==> src/rtl/soc_irq_pkg.sv <==
// Shared definitions for the TV80 SoC RST-vector interrupt path.
// Used by the vector encoder (index -> RST opcode) and by the acknowledge
// decoder (RST opcode -> index), so both sides agree on the mapping.
//   RST_OPCODE_MASK : fixed bits of an RST n opcode (11 nnn 111)
//   REG_MASK/REG_PENDING : CPU-visible register addresses
//   ack_state_t     : acknowledge FSM states
package soc_irq_pkg;

  localparam logic [7:0] RST_OPCODE_MASK = 8'hC7;

  localparam logic REG_MASK    = 1'b0;
  localparam logic REG_PENDING = 1'b1;

  typedef enum logic [1:0] {
    IDLE,
    ACK,
    DECODE,
    WAIT
  } ack_state_t;

  // Source 7 (highest priority) maps to RST 00h, source 0 to RST 38h.
  function automatic logic [2:0] vec_to_index(input logic [7:0] v);
    return 3'd7 - v[5:3];
  endfunction

  function automatic logic [7:0] index_to_vec(input logic [2:0] idx);
    return RST_OPCODE_MASK | {2'b00, 3'd7 - idx, 3'b000};
  endfunction

  function automatic logic is_rst_vec(input logic [7:0] v);
    return (v & RST_OPCODE_MASK) == RST_OPCODE_MASK;
  endfunction

endpackage

==> src/rtl/irq_pending_bit.sv <==
// One pending-interrupt latch.
//   EDGE=1: set on a rising edge of src (src high, src_q low); clr drops it,
//           but a same-cycle set takes priority so no event is lost.
//   EDGE=0: pending simply follows the registered level of src; clr ignored.
// Ports: clk, reset (sync, active high), src (raw input), src_q (src delayed
// one cycle), clr (clear request), pending (latched state).
module irq_pending_bit #(
  parameter logic EDGE = 1'b1
) (
  input  logic clk,
  input  logic reset,
  input  logic src,
  input  logic src_q,
  input  logic clr,
  output logic pending
);

  always_ff @(posedge clk) begin
    if (reset) begin
      pending <= 1'b0;
    end else if (EDGE) begin
      if (src && !src_q) begin
        pending <= 1'b1;
      end else if (clr) begin
        pending <= 1'b0;
      end
    end else begin
      pending <= src;
    end
  end

endmodule

==> src/rtl/irq_ack_ctrl.sv <==
// Acknowledge-side companion to the RST-vector interrupt controller.
// Latches peripheral events into pending bits, gates them with a software
// mask onto irq[7:0], and watches the Z80 interrupt-acknowledge cycle to
// clear the pending bit selected by the RST vector the CPU fetched.
// Ports:
//   clk, reset          : clock, synchronous active-high reset
//   m1_n, iorq_n, cpu_di: CPU M1/IORQ strobes and data bus (vector)
//   cs_n, wr_n, rd_n    : register select and I/O strobes (active low)
//   addr, data_in       : register address (0 MASK, 1 PENDING), write data
//   data_out            : read data, 0 when not selected
//   irq_src             : peripheral interrupt inputs
//   irq                 : pending & mask, registered
//   ack_valid/ack_index : decoded-acknowledge pulse and held source index
//   ack_err             : sticky non-RST-vector flag
module irq_ack_ctrl
  import soc_irq_pkg::*;
#(
  parameter logic [7:0] EDGE_MASK  = 8'hFF,
  parameter logic [7:0] RESET_MASK = 8'h00
) (
  input  logic       clk,
  input  logic       reset,
  input  logic       m1_n,
  input  logic       iorq_n,
  input  logic [7:0] cpu_di,
  input  logic       cs_n,
  input  logic       wr_n,
  input  logic       rd_n,
  input  logic       addr,
  input  logic [7:0] data_in,
  output logic [7:0] data_out,
  input  logic [7:0] irq_src,
  output logic [7:0] irq,
  output logic       ack_valid,
  output logic [2:0] ack_index,
  output logic       ack_err
);

  ack_state_t state_q, state_d;
  logic [7:0] src_q;
  logic [7:0] mask_q;
  logic [7:0] pending;
  logic [7:0] vec_q;
  logic [7:0] clr;
  logic       wr_q;
  logic       wr_fire;
  logic       dec_ok;
  logic       dec_bad;

  // One register write per strobe: act only on the falling edge of wr_n.
  assign wr_fire = !cs_n && !wr_n && wr_q;

  always_comb begin
    clr = '0;
    if (dec_ok) begin
      clr = 8'h01 << vec_to_index(vec_q);
    end
    if (wr_fire && addr == REG_PENDING) begin
      clr = clr | data_in;
    end
  end

  for (genvar i = 0; i < 8; i++) begin : g_pend
    irq_pending_bit #(
      .EDGE(EDGE_MASK[i])
    ) u_bit (
      .clk    (clk),
      .reset  (reset),
      .src    (irq_src[i]),
      .src_q  (src_q[i]),
      .clr    (clr[i]),
      .pending(pending[i])
    );
  end

  always_comb begin
    state_d = state_q;
    dec_ok  = 1'b0;
    dec_bad = 1'b0;
    case (state_q)
      IDLE:   if (!m1_n && !iorq_n) state_d = ACK;
      ACK:    if (iorq_n) state_d = DECODE;
      DECODE: begin
        if (is_rst_vec(vec_q)) dec_ok = 1'b1;
        else                   dec_bad = 1'b1;
        state_d = WAIT;
      end
      WAIT:   if (m1_n) state_d = IDLE;
      default: state_d = IDLE;
    endcase
  end

  always_ff @(posedge clk) begin
    if (reset) begin
      state_q   <= IDLE;
      src_q     <= '0;
      mask_q    <= RESET_MASK;
      irq       <= '0;
      wr_q      <= 1'b1;
      vec_q     <= '0;
      ack_valid <= 1'b0;
      ack_index <= '0;
      ack_err   <= 1'b0;
    end else begin
      state_q   <= state_d;
      src_q     <= irq_src;
      irq       <= pending & mask_q;
      wr_q      <= wr_n;
      ack_valid <= dec_ok;
      if (state_q == ACK && !iorq_n) begin
        vec_q <= cpu_di;
      end
      if (wr_fire && addr == REG_MASK) begin
        mask_q <= data_in;
      end
      if (dec_ok) begin
        ack_index <= vec_to_index(vec_q);
      end
      if (dec_bad) begin
        ack_err <= 1'b1;
      end else if (wr_fire && addr == REG_PENDING && data_in == 8'h00) begin
        ack_err <= 1'b0;
      end
    end
  end

  always_comb begin
    data_out = '0;
    if (!cs_n && !rd_n) begin
      data_out = (addr == REG_MASK) ? mask_q : pending;
    end
  end

endmodule

==> config.mk <==
export PLATFORM = sky130hd
export DESIGN_NAME = irq_ack_ctrl
export DESIGN_NICKNAME = d
export VERILOG_FILES = /design/src/rtl/soc_irq_pkg.sv /design/src/rtl/irq_pending_bit.sv /design/src/rtl/irq_ack_ctrl.sv
export SDC_FILE = /design/constraint.sdc
export NUM_CORES = 1
export LEC_CHECK = 0
export BUFFER_PORTS_ARGS = -buffer_cell sky130_fd_sc_hd__buf_2
export CAP_MARGIN = 0
export CORE_MARGIN = 1.5
export CORE_UTILIZATION = 40
export DETAILED_ROUTE_END_ITERATION = 7
export PLACE_DENSITY_LB_ADDON = 0.3
export SLEW_MARGIN = 5
export SYNTH_ARGS = -nofsm -noshare
export SYNTH_HDL_FRONTEND = slang
export SYNTH_HIERARCHICAL = 1
export SYNTH_SLANG_ARGS = --single-unit
==> constraint.sdc <==
create_clock -name clk -period 1.5 [get_ports clk]
set_input_delay 0.15 -clock clk [delete_from_list [all_inputs] [get_ports clk]]
set_output_delay 0.15 -clock clk [all_outputs]
set_load 0.01 [all_outputs]
==> impl_metrics.csv, run 1 <==
group,metric,value,unit
pwr,clkPwrFrac,28.1,%
setup_path,cp_slowest_cell,"dfxtp_2",
timing,layout_setup_ws,64.9,ps
setup_path,startpoint_type,"flip-flop",
detailed_routing,wl,4.39,mm
setup_path,endpoint_kind,"flip-flop",
synth,syn_inst,220,
timing,fin_crit,1440,ps
setup_path,critPathArrivalTime,1620,ps
pwr,p_int,2040,uW
setup_path,worstPathMaxFanout,4,
clock_tree,numCtsBuffers,5,
setup_path,worstPathCellList,"ha_4 > nand4_1 > buf_6 > nor3_4 > a32o_1 > nand2b_4 > a21oi_2",
place,gp_congestion,0.814,
synth,synth_nets,257,
floorplan,coreArea,4820,sq um
clock_tree,clk_path_buf_depth,2,
timing,fmax,0.697,GHz
grt,grt_pass1_wl,7.18,mm
synth,syn_area,2030,sq um
pwr,combPwrFrac,21.0,%
clock_tree,clkSlewWorstSetupHoldPaths,90,ps
floorplan,die_w,74.3,microns
clock_tree,cts_tree,"done",
clock_tree,cts_hold_buf,0,
pwr,power.total,2880,uW
cells_and_area,drive_gt1_share,32.5,%
detailed_routing,dr.pass1.iters,4,
detailed_routing,drtIter0Drc,64,
timing,worst_slew_pin_slew,464,ps
detailed_routing,drc,0,
cells_and_area,syn2layout_area_growth,24.9,%
clock_tree,htreeDepth,2,
pwr,cellLeakagePower,0.00110,uW
place,pre_cts_slack,-8.03,ps
detailed_routing,wl_met2,2.02,mm
cells_and_area,finalInstanceArea,2540,sq um
clock_tree,cts_root_buf,"clkbuf_8",
clock_tree,clock_sinks,48,
setup_path,worstPathRequired,1690,ps
run_status,outcome,"complete, no violations",
setup_path,path_class,"flip-flop to flip-flop",
floorplan,io_pins,53,
timing,finalCritPeriodShare,95.7,%
floorplan,die_y,74.3,microns
grt,grt_pass1_vias,1533,
synth,ys_seq_elements,48,
cells_and_area,n_antenna_cell,0,
pwr,switchingPower,836,uW
floorplan,rows,25,
pwr,power_frac_seq,50.9,%
timing,setup_violations,0,
setup_path,slowest_delay,380,ps
grt,antenna_found_initial,0,
pwr,swShare,29.1,%
detailed_routing,dr_wl_met3,221,microns
detailed_routing,highest_layer,"met4",
detailed_routing,routedLengthMet1,2.10,mm
job,drv_cap,0,
pwr,ir_worst_vdd,0.552,mV
place,dpl.hpwl,3.43,mm
place,dpl_cell_area,2390,sq um
detailed_routing,vias,1682,
detailed_routing,vias_per_cell,4.85,
cells_and_area,post-route-util,52.7,%
hold_path,hp-class,"input pin to flip-flop",
timing,final_hold_viol_count,0,
grt,grt_max_degree,17,
synth,yosysWarnings,6,
floorplan,die_area,5520,sq um
timing,fin_worst_skew,2.19,ps
synth,synth.distinct_cells,36,
pwr,power_density,1130,nW/um^2
cells_and_area,nets,316,
synth,seq_area_frac_synth,47.3,%
detailed_routing,final_antenna_net_count,0,
detailed_routing,wl_per_cell,12.7,microns
clock_tree,clk_latency,290,ps
grt,grt_usage,17.1,%
grt,grt-ovfl-total,0,
floorplan,initial_core_util,42.2,%
timing,drv_slew,0,
timing,relSlewSlack,68.9,%
place,portBuffers,52,
synth,syn-mean-instance-area,9.24,sq um
-- placed cells by master, fill, tap and decap left out, drive strengths merged --
master	count
a211oi	1
a21oi	25
a22o	3
a31oi	1
a32o	5
and3	9
and4bb	1
buf	62
clkbuf	6
clkinv	1
dfxtp	48
ha	5
inv	4
mux2	1
mux2i	8
nand2	36
nand2b	18
nand3	2
nand4	2
nor2	12
nor2b	14
nor3	3
nor4	2
nor4b	1
o211ai	1
o21a	1
o21ai	1
o221a	1
o31ai	2
o41ai	1
or2	2
or4b	1
-- path summary, 6_finish.rpt --
check,end,start,depth (start not counted),slack [ps]
min,src_q[7]$_SDFF_PP0_,irq_src[7],2,80
min reg2reg,mask_q[1]$_SDFFE_PP0P_,mask_q[1]$_SDFFE_PP0P_,2,470
max,g_pend[1].u_bit/pending$_SDFFE_PP0P_,state_q[1]$_SDFFE_PP0P_,7,60
max reg2reg,g_pend[1].u_bit/pending$_SDFFE_PP0P_,state_q[1]$_SDFFE_PP0P_,7,60
-- worst max-delay path: cells and delay by family (launching register included) --
family	cells	cell delay, ps
simple gates	3	420
buf+inv	1	150
compound gates	2	230
fa+ha+maj	1	140
flops	1	380
-- synthesized netlist by cell type --
library cell  number  area (sq um)
o31ai_1            2          15.0
nand4_1            2          12.5
and4bb_1           1          12.5
o221a_2            1          11.3
and3_1             9          56.3
nor3_2             1          10.0
a21oi_2            8          70.1
or2_2              2          12.5
o21a_1             1          7.51
mux2_2             1          11.3
nor4b_4            1          23.8
or4b_1             1          10.0
dfxtp_1           48           961
buf_6              1          11.3
a31oi_1            1          6.26
ha_1               5          62.6
a32o_1             5          50.1
nand2_1           36           135
nor2_2             1          6.26
nor3_1             2          10.0
o211ai_1           1          7.51
o21ai_0            1          5.00
inv_1              3          11.3
nand3_1            2          10.0
buf_2              4          20.0
nand2b_1          18           113
buf_4              1          7.51
mux2i_1            8          80.1
nor2b_1           14          87.6
nor2_1            11          41.3
a22o_1             3          26.3
nor4_1             2          12.5
clkbuf_1           4          15.0
o41ai_1            1          8.76
a21oi_1           17          85.1
a211oi_1           1          7.51
-- power groups by stage --
stage	combinational [uW]	sequential, uW	clock, uW
2_1_floorplan	362	1470	0
3_3_place_gp	574	1480	0
3_5_place_dp	586	1480	0
4_1_cts	589	1450	834
5_1_grt	683	1480	887
6_report	603	1470	808
-- stage by stage --
step / hold slack, ps / cells / TNS, ps
after global placement: 380 / 338 / 0
after floorplan: 212 / 220 / 0
after global routing: 72.5 / 347 / -0.544
final: 80.8 / 347 / 0
after CTS: 72.7 / 347 / 0
after detailed placement: 382 / 338 / -8.03
-- final cells by class --
cell class | instances | area [sq um]
Clock buffer | 6 | 82.6
Clock inverter | 2 | 13.8
Sequential cell | 48 | 963
Tap cell | 67 | 83.8
Inverter | 3 | 11.3
Fill cell | 488 | 2280
Multi-Input combinational cell | 159 | 1050
Timing Repair Buffer | 62 | 339
-- sequential cells by signal, indices dropped and copies added (netlist names) --
| register | flops |
|---|---|
| g_pend.u_bit/pending | 8 |
| irq | 8 |
| ack_index | 3 |
| vec_q | 8 |
| wr_q | 1 |
| state_q | 2 |
| ack_valid | 1 |
| src_q | 8 |
| ack_err | 1 |
| mask_q | 8 |
-- cells by family after synthesis --
family	share of synthesized area (%)
simple gates	27.2
compound gates	14.8
fa+ha+maj	3.08
mux	4.49
flops	47.3
buf+inv	3.20
-- layer usage --
metal / vias to the layer above / track usage [%]
li1: 874 / -
met4: 0 / 5.25
met1: 760 / 22.8
met5: - / 0
met3: 6 / 4.20
met2: 42 / 27.4
-- timing repair --
action                                  4_1_cts  5_1_grt
gates resized for setup                       2        8
pin swaps                                     1        4
setup buffers                                 1        0
endpoints found under the setup margin        1        8
Note: power is estimated with default switching activity, not from simulation.
==> run 2: changes to the inputs <==
--- a/config.mk
+++ b/config.mk
@@ -11,6 +11,7 @@
 export CORE_UTILIZATION = 40
 export DETAILED_ROUTE_END_ITERATION = 7
 export PLACE_DENSITY_LB_ADDON = 0.3
+export SETUP_SLACK_MARGIN = 0.5
 export SLEW_MARGIN = 5
 export SYNTH_ARGS = -nofsm -noshare
 export SYNTH_HDL_FRONTEND = slang
==> impl_metrics.csv, run 2 (synthesized netlist as in run 1, its figures left out) <==
group,metric,value,unit
setup_path,critPathArrivalTime,1630,ps
grt,grt_pass1_wl,7.96,mm
job,drv_cap,0,
floorplan,io_pins,53,
timing,rsz0062_at_grt,"true",
setup_path,worstPathMaxFanout,5,
detailed_routing,wl,4.96,mm
detailed_routing,drc,0,
cells_and_area,nets,327,
clock_tree,clock_sinks,48,
setup_path,worstPathRequired,1730,ps
cells_and_area,num-fill-cells,477,
cells_and_area,layout_common_cells,"buf_2 (52), dfxtp_1 (31), nand2_1 (29)",
grt,grt_pass1_vias,1602,
setup_path,reg2reg_from,"state_q[0]$_SDFFE_PP0P_",
cells_and_area,drive_gt1_share,46.7,%
setup_path,path_class,"flip-flop to flip-flop",
grt,antenna_found_initial,0,
clock_tree,clk_latency,310,ps
setup_path,slowest_delay,350,ps
pwr,power.total,3030,uW
grt,grt_max_degree,21,
floorplan,die_w,74.3,microns
timing,setup_violations,0,
timing,setup_tns,0,ps
setup_path,regToRegSetupSlack,100,ps
setup_path,startpoint_type,"flip-flop",
timing,worst_slew_pin_slew,338,ps
place,placedCellCount,336,
cells_and_area,final_common_cell,"buf_2",
cells_and_area,layout.cells.non_filler,358,
detailed_routing,final_antenna_net_count,0,
floorplan,rows,25,
clock_tree,htreeDepth,2,
detailed_routing,vias_per_cell,4.84,
timing,final_hold_viol_count,0,
floorplan,initial_core_util,42.2,%
detailed_routing,vias,1734,
place,portBuffers,52,
floorplan,coreArea,4820,sq um
cells_and_area,n_antenna_cell,0,
detailed_routing,wl_per_cell,13.9,microns
cells_and_area,multiInputGateArea,1140,sq um
run_status,outcome,"complete, no violations",
timing,finalCritPeriodShare,93.3,%
floorplan,die_area,5520,sq um
place,dpl.hpwl,3.39,mm
pwr,power_density,1100,nW/um^2
hold_path,hold_start,"irq_src[4]",
timing,fin_worst_skew,11.4,ps
pwr,cellLeakagePower,0.00117,uW
detailed_routing,dr.pass1.iters,4,
place,pre_cts_slack,56.2,ps
setup_path,endpoint_kind,"flip-flop",
grt,grt-ovfl-total,0,
setup_path,cp_slowest_cell,"dfxtp_2",
setup_path,startpoint,"state_q[0]$_SDFFE_PP0P_",
setup_path,crit_family,"compound AO/OA/AOI/OAI gates",
timing,relSlewSlack,77.4,%
pwr,ir_worst_vdd,0.585,mV
clock_tree,clkSlewWorstSetupHoldPaths,100,ps
floorplan,die_y,74.3,microns
clock_tree,cts_root_buf,"clkbuf_8",
timing,fin_crit,1400,ps
clock_tree,numCtsBuffers,5,
grt,grt_usage,19.2,%
setup_path,worstPathCellList,"inv_2 > ha_4 > nand4_1 > buf_6 > nor2_4 > a32o_1 > nand2b_1 > a21oi_2",
hold_path,hp-class,"input pin to flip-flop",
place,gp_congestion,0.806,
detailed_routing,drtIter0Drc,106,
clock_tree,clk_path_buf_depth,2,
timing,layout_setup_ws,101,ps
timing,drv_slew,0,
timing,fmax,0.715,GHz
cells_and_area,syn2layout_area_growth,35.5,%
setup_path,worst-path-buf-inv,2,
cells_and_area,seq_area,987,sq um
clock_tree,cts_tree,"done",
## run 2: path summary, 6_finish.rpt
path,endpoint,cells past startpoint
setup / recovery,g_pend[2].u_bit/pending$_SDFFE_PP0P_,8
setup reg to reg,g_pend[2].u_bit/pending$_SDFFE_PP0P_,8
hold / removal,src_q[4]$_SDFF_PP0_,2
hold reg to reg,mask_q[7]$_SDFFE_PP0P_,2
## run 2: area by class of cell
type,count,share of cell area (%)
clock buffer,6,3.00
clock inverter,2,0.500
inverter,3,0.409
multi-input combinational,160,41.3
sequential,48,35.8
tap,67,3.04
timing repair buffer,72,15.9
## run 2: report_power, final
part	total [uW]	switching, uW	internal (uW)
combinational	721	362	359
clock	833	456	378
sequential	1480	91.6	1390
## run 2: layer usage
metal / wire length [microns] / track usage [%] / vias up
li1: - / - / 899
met1: 2340 / 26.9 / 779
met2: 2310 / 29.5 / 50
met3: 248 / 4.88 / 6
met4: 55 / 5.45 / 0
met5: 0 / 0 / -
## run 2: timing repair
item	CTS	global route
endpoints found under the hold margin	0	0
hold buffers	0	0
endpoints found under the setup margin	39	39
pin swaps	9	4
buffers inserted	10	3
cloned	1	0
gates resized for setup	28	15
## run 2: through the flow
stage / utilization [%] / hold WS, ps / area (sq um)
floorplan: - / 212 / 2080
global placement: 50.2 / 379 / 2420
detailed placement: 50.2 / 380 / 2420
CTS: 55.9 / 66.2 / 2690
global route: 57.2 / 57.3 / 2760
finish: 57.2 / 70.5 / 2760
==> run 3: changes to the inputs <==
--- a/config.mk
+++ b/config.mk
@@ -15,5 +15,4 @@
 export SLEW_MARGIN = 5
 export SYNTH_ARGS = -nofsm -noshare
 export SYNTH_HDL_FRONTEND = slang
-export SYNTH_HIERARCHICAL = 1
 export SYNTH_SLANG_ARGS = --single-unit
==> impl_metrics.csv, run 3 <==
group,metric,value,unit
run_status,outcome,"complete, no violations",
grt,grt_pass1_vias,1678,
floorplan,initial_core_util,41.0,%
floorplan,die_area,5640,sq um
detailed_routing,drc,0,
setup_path,crit_family,"flip-flops",
pwr,cellLeakagePower,0.00131,uW
cells_and_area,nets,348,
synth,async_reset_ff_share,0,%
timing,finalCritPeriodShare,82.4,%
detailed_routing,vias_per_cell,4.82,
detailed_routing,dr.pass1.iters,4,
cells_and_area,layout_common_cells,"buf_2 (51), dfxtp_1 (29), nand2_1 (21)",
cells_and_area,syn2layout_area_growth,42.8,%
pwr,ir_worst_vdd,0.707,mV
timing,drv_slew,0,
floorplan,die_y,75.1,microns
grt,grt_pass1_wl,7.89,mm
floorplan,coreArea,5070,sq um
setup_path,regToRegSetupSlack,260,ps
synth,yosysMostFrequentCell,"dfxtp_1",
grt,grt-ovfl-total,0,
detailed_routing,final_antenna_net_count,0,
timing,fin_worst_skew,9.96,ps
synth,synth.distinct_cells,36,
hold_path,min_path_cells,3,
synth,synth_nets,274,
clock_tree,clk_path_buf_depth,2,
place,dpl.hpwl,3.23,mm
detailed_routing,wl,5.12,mm
synth,seq_area_frac_synth,46.2,%
timing,setup_tns,0,ps
detailed_routing,vias,1842,
cells_and_area,layout.cells.non_filler,382,
timing,worst_slew_pin_slew,279,ps
setup_path,worstPathCellList,"buf_12 > ha_4 > nor2b_4 > nor3_1 > a211oi_1",
setup_path,startpoint_type,"flip-flop",
setup_path,endpoint_kind,"flip-flop",
timing,setup_violations,0,
clock_tree,clkSlewWorstSetupHoldPaths,90,ps
timing,fin_crit,1240,ps
clock_tree,cts_root_buf,"clkbuf_8",
synth,syn-mean-instance-area,8.78,sq um
clock_tree,clock_sinks,48,
floorplan,die_w,75.1,microns
cells_and_area,drive_gt1_share,48.1,%
synth,ys.flop_type,"dfxtp_1",
timing,whs,76.5,ps
setup_path,reg2reg_from,"state_q[0]$_SDFFE_PP0P_",
floorplan,rows,26,
setup_path,worstPathMaxFanout,5,
synth,synth_common_cells,"dfxtp_1 (48), nand2_1 (34), inv_1 (20), a21oi_1 (18), nor2b_1 (18)",
floorplan,io_pins,53,
cells_and_area,num-fill-cells,462,
synth,synth_area_leaders,"dfxtp_1 (46%), nand2_1 (6.1%), nor2b_1 (5.4%), a21oi_1 (4.3%), mux2i_1 (3.8%)",
hold_path,min_delay_worst_endpoint,"vec_q[0]$_SDFFE_PP0P_",
timing,relSlewSlack,81.2,%
setup_path,worstPathRequired,1710,ps
clock_tree,cts_tree,"done",
setup_path,ff2ff_path_depth,5,
setup_path,cp_slowest_cell,"dfxtp_4",
pwr,power_density,1110,nW/um^2
synth,ys_seq_elements,48,
clock_tree,cts_hold_buf,0,
synth,synth.largest_area_cell,"dfxtp_1",
detailed_routing,drtIter0Drc,89,
place,gp_congestion,0.754,
cells_and_area,final_common_cell,"buf_2",
setup_path,worst-path-buf-inv,1,
grt,grt_usage,18.8,%
setup_path,critPathArrivalTime,1450,ps
timing,fmax,0.809,GHz
hold_path,hp-class,"input pin to flip-flop",
synth,yosysWarnings,0,
hold_path,hold_start,"cpu_di[0]",
synth,synth_top_cell_area_share,46.2,%
cells_and_area,n_antenna_cell,0,
place,placedCellCount,354,
synth,syn_inst,237,
setup_path,path_class,"flip-flop to flip-flop",
job,drv_cap,0,
setup_path,regToRegEndpoint,"state_q[0]$_SDFFE_PP0P_",
place,portBuffers,52,
detailed_routing,wl_per_cell,13.4,microns
timing,rsz0062_at_grt,"true",
timing,final_hold_viol_count,0,
clock_tree,numCtsBuffers,5,
synth,syn_area,2080,sq um
clock_tree,htreeDepth,2,
setup_path,slowest_delay,390,ps
setup_path,startpoint,"state_q[0]$_SDFFE_PP0P_",
synth,synth-edff-count,0,
clock_tree,clk_latency,310,ps
grt,grt_max_degree,41,
grt,antenna_found_initial,0,
[run 3: worst reg2reg max path, delay by kind of cell, from the launching register on]
family,cells,cell delay [ps]
flops,1,390
fa+ha+maj,1,150
buf+inv,1,110
simple gates,2,290
compound gates,1,210
[run 3: worst max path at each step]
stage               slack [ps]  cells after the start                              endpoint
floorplan                  300                      6               state_q[1]$_SDFFE_PP0P_
finish                     260                      5               state_q[0]$_SDFFE_PP0P_
detailed placement          10                      5               state_q[0]$_SDFFE_PP0P_
global route               190                      6  g_pend[7].u_bit.pending$_SDFFE_PP0P_
global placement           -10                      5               state_q[0]$_SDFFE_PP0P_
CTS                        290                      5             ack_index[0]$_SDFFE_PP0P_
[run 3: what timing repair did]
action                                  in CTS  in global routing
resized for setup                           40                 32
pin swaps                                    9                  9
endpoints found under the setup margin      39                 40
hold endpoints to repair                     0                  0
setup buffers                               12                  6
cloned                                       2                  0
[run 3: per-layer routing]
layer | vias up | part of all wire [%] | global-route usage [%]
li1 | 947 | - | -
met2 | 42 | 50 | 32.3
met1 | 848 | 44 | 23.1
met4 | 0 | 1.1 | 5.45
met3 | 5 | 4.8 | 4.82
met5 | - | 0 | 0
[run 3: where the power goes]
part / total (uW) / switching, uW / internal (uW) / leakage (uW)
Combinational: 906 / 418 / 488 / 0.000855
Clock: 874 / 445 / 428 / 0.0000534
Sequential: 1510 / 114 / 1400 / 0.000401
[run 3: area by class of cell]
| cell class | instances | area (sq um) | share of cell area, % |
|---|---|---|---|
| inverters | 20 | 80.1 | 2.69 |
| flip-flops and latches | 48 | 990 | 33.3 |
| repair buffers | 76 | 494 | 16.6 |
| clock buffers | 7 | 97.6 | 3.28 |
| well taps | 70 | 87.6 | 2.95 |
| clock inverters | 1 | 5.00 | 0.168 |
| multi-input cells | 160 | 1220 | 41.0 |
[run 3: cells by family after synthesis]
family                     Yosys count  synth area share (%)
muxes                                8                  3.85
AOI/OAI and AO/OA                   46                  14.2
and+or+nand+nor                    100                  26.0
DFF                                 48                  46.2
adders and majority gates            5                  3.01
buffers and inverters               30                  6.79
[run 3: through the flow]
step                utilization, %  total power, uW  worst slack (ps)  area (sq um)
floorplan                        -             1930               300          2140
global placement              48.5             2080             -12.1          2460
detailed placement            48.5             2100              14.5          2460
CTS                           55.7             3150               293          2830
global route                  58.6             3460               188          2970
finish                        58.6             3290               264          2970
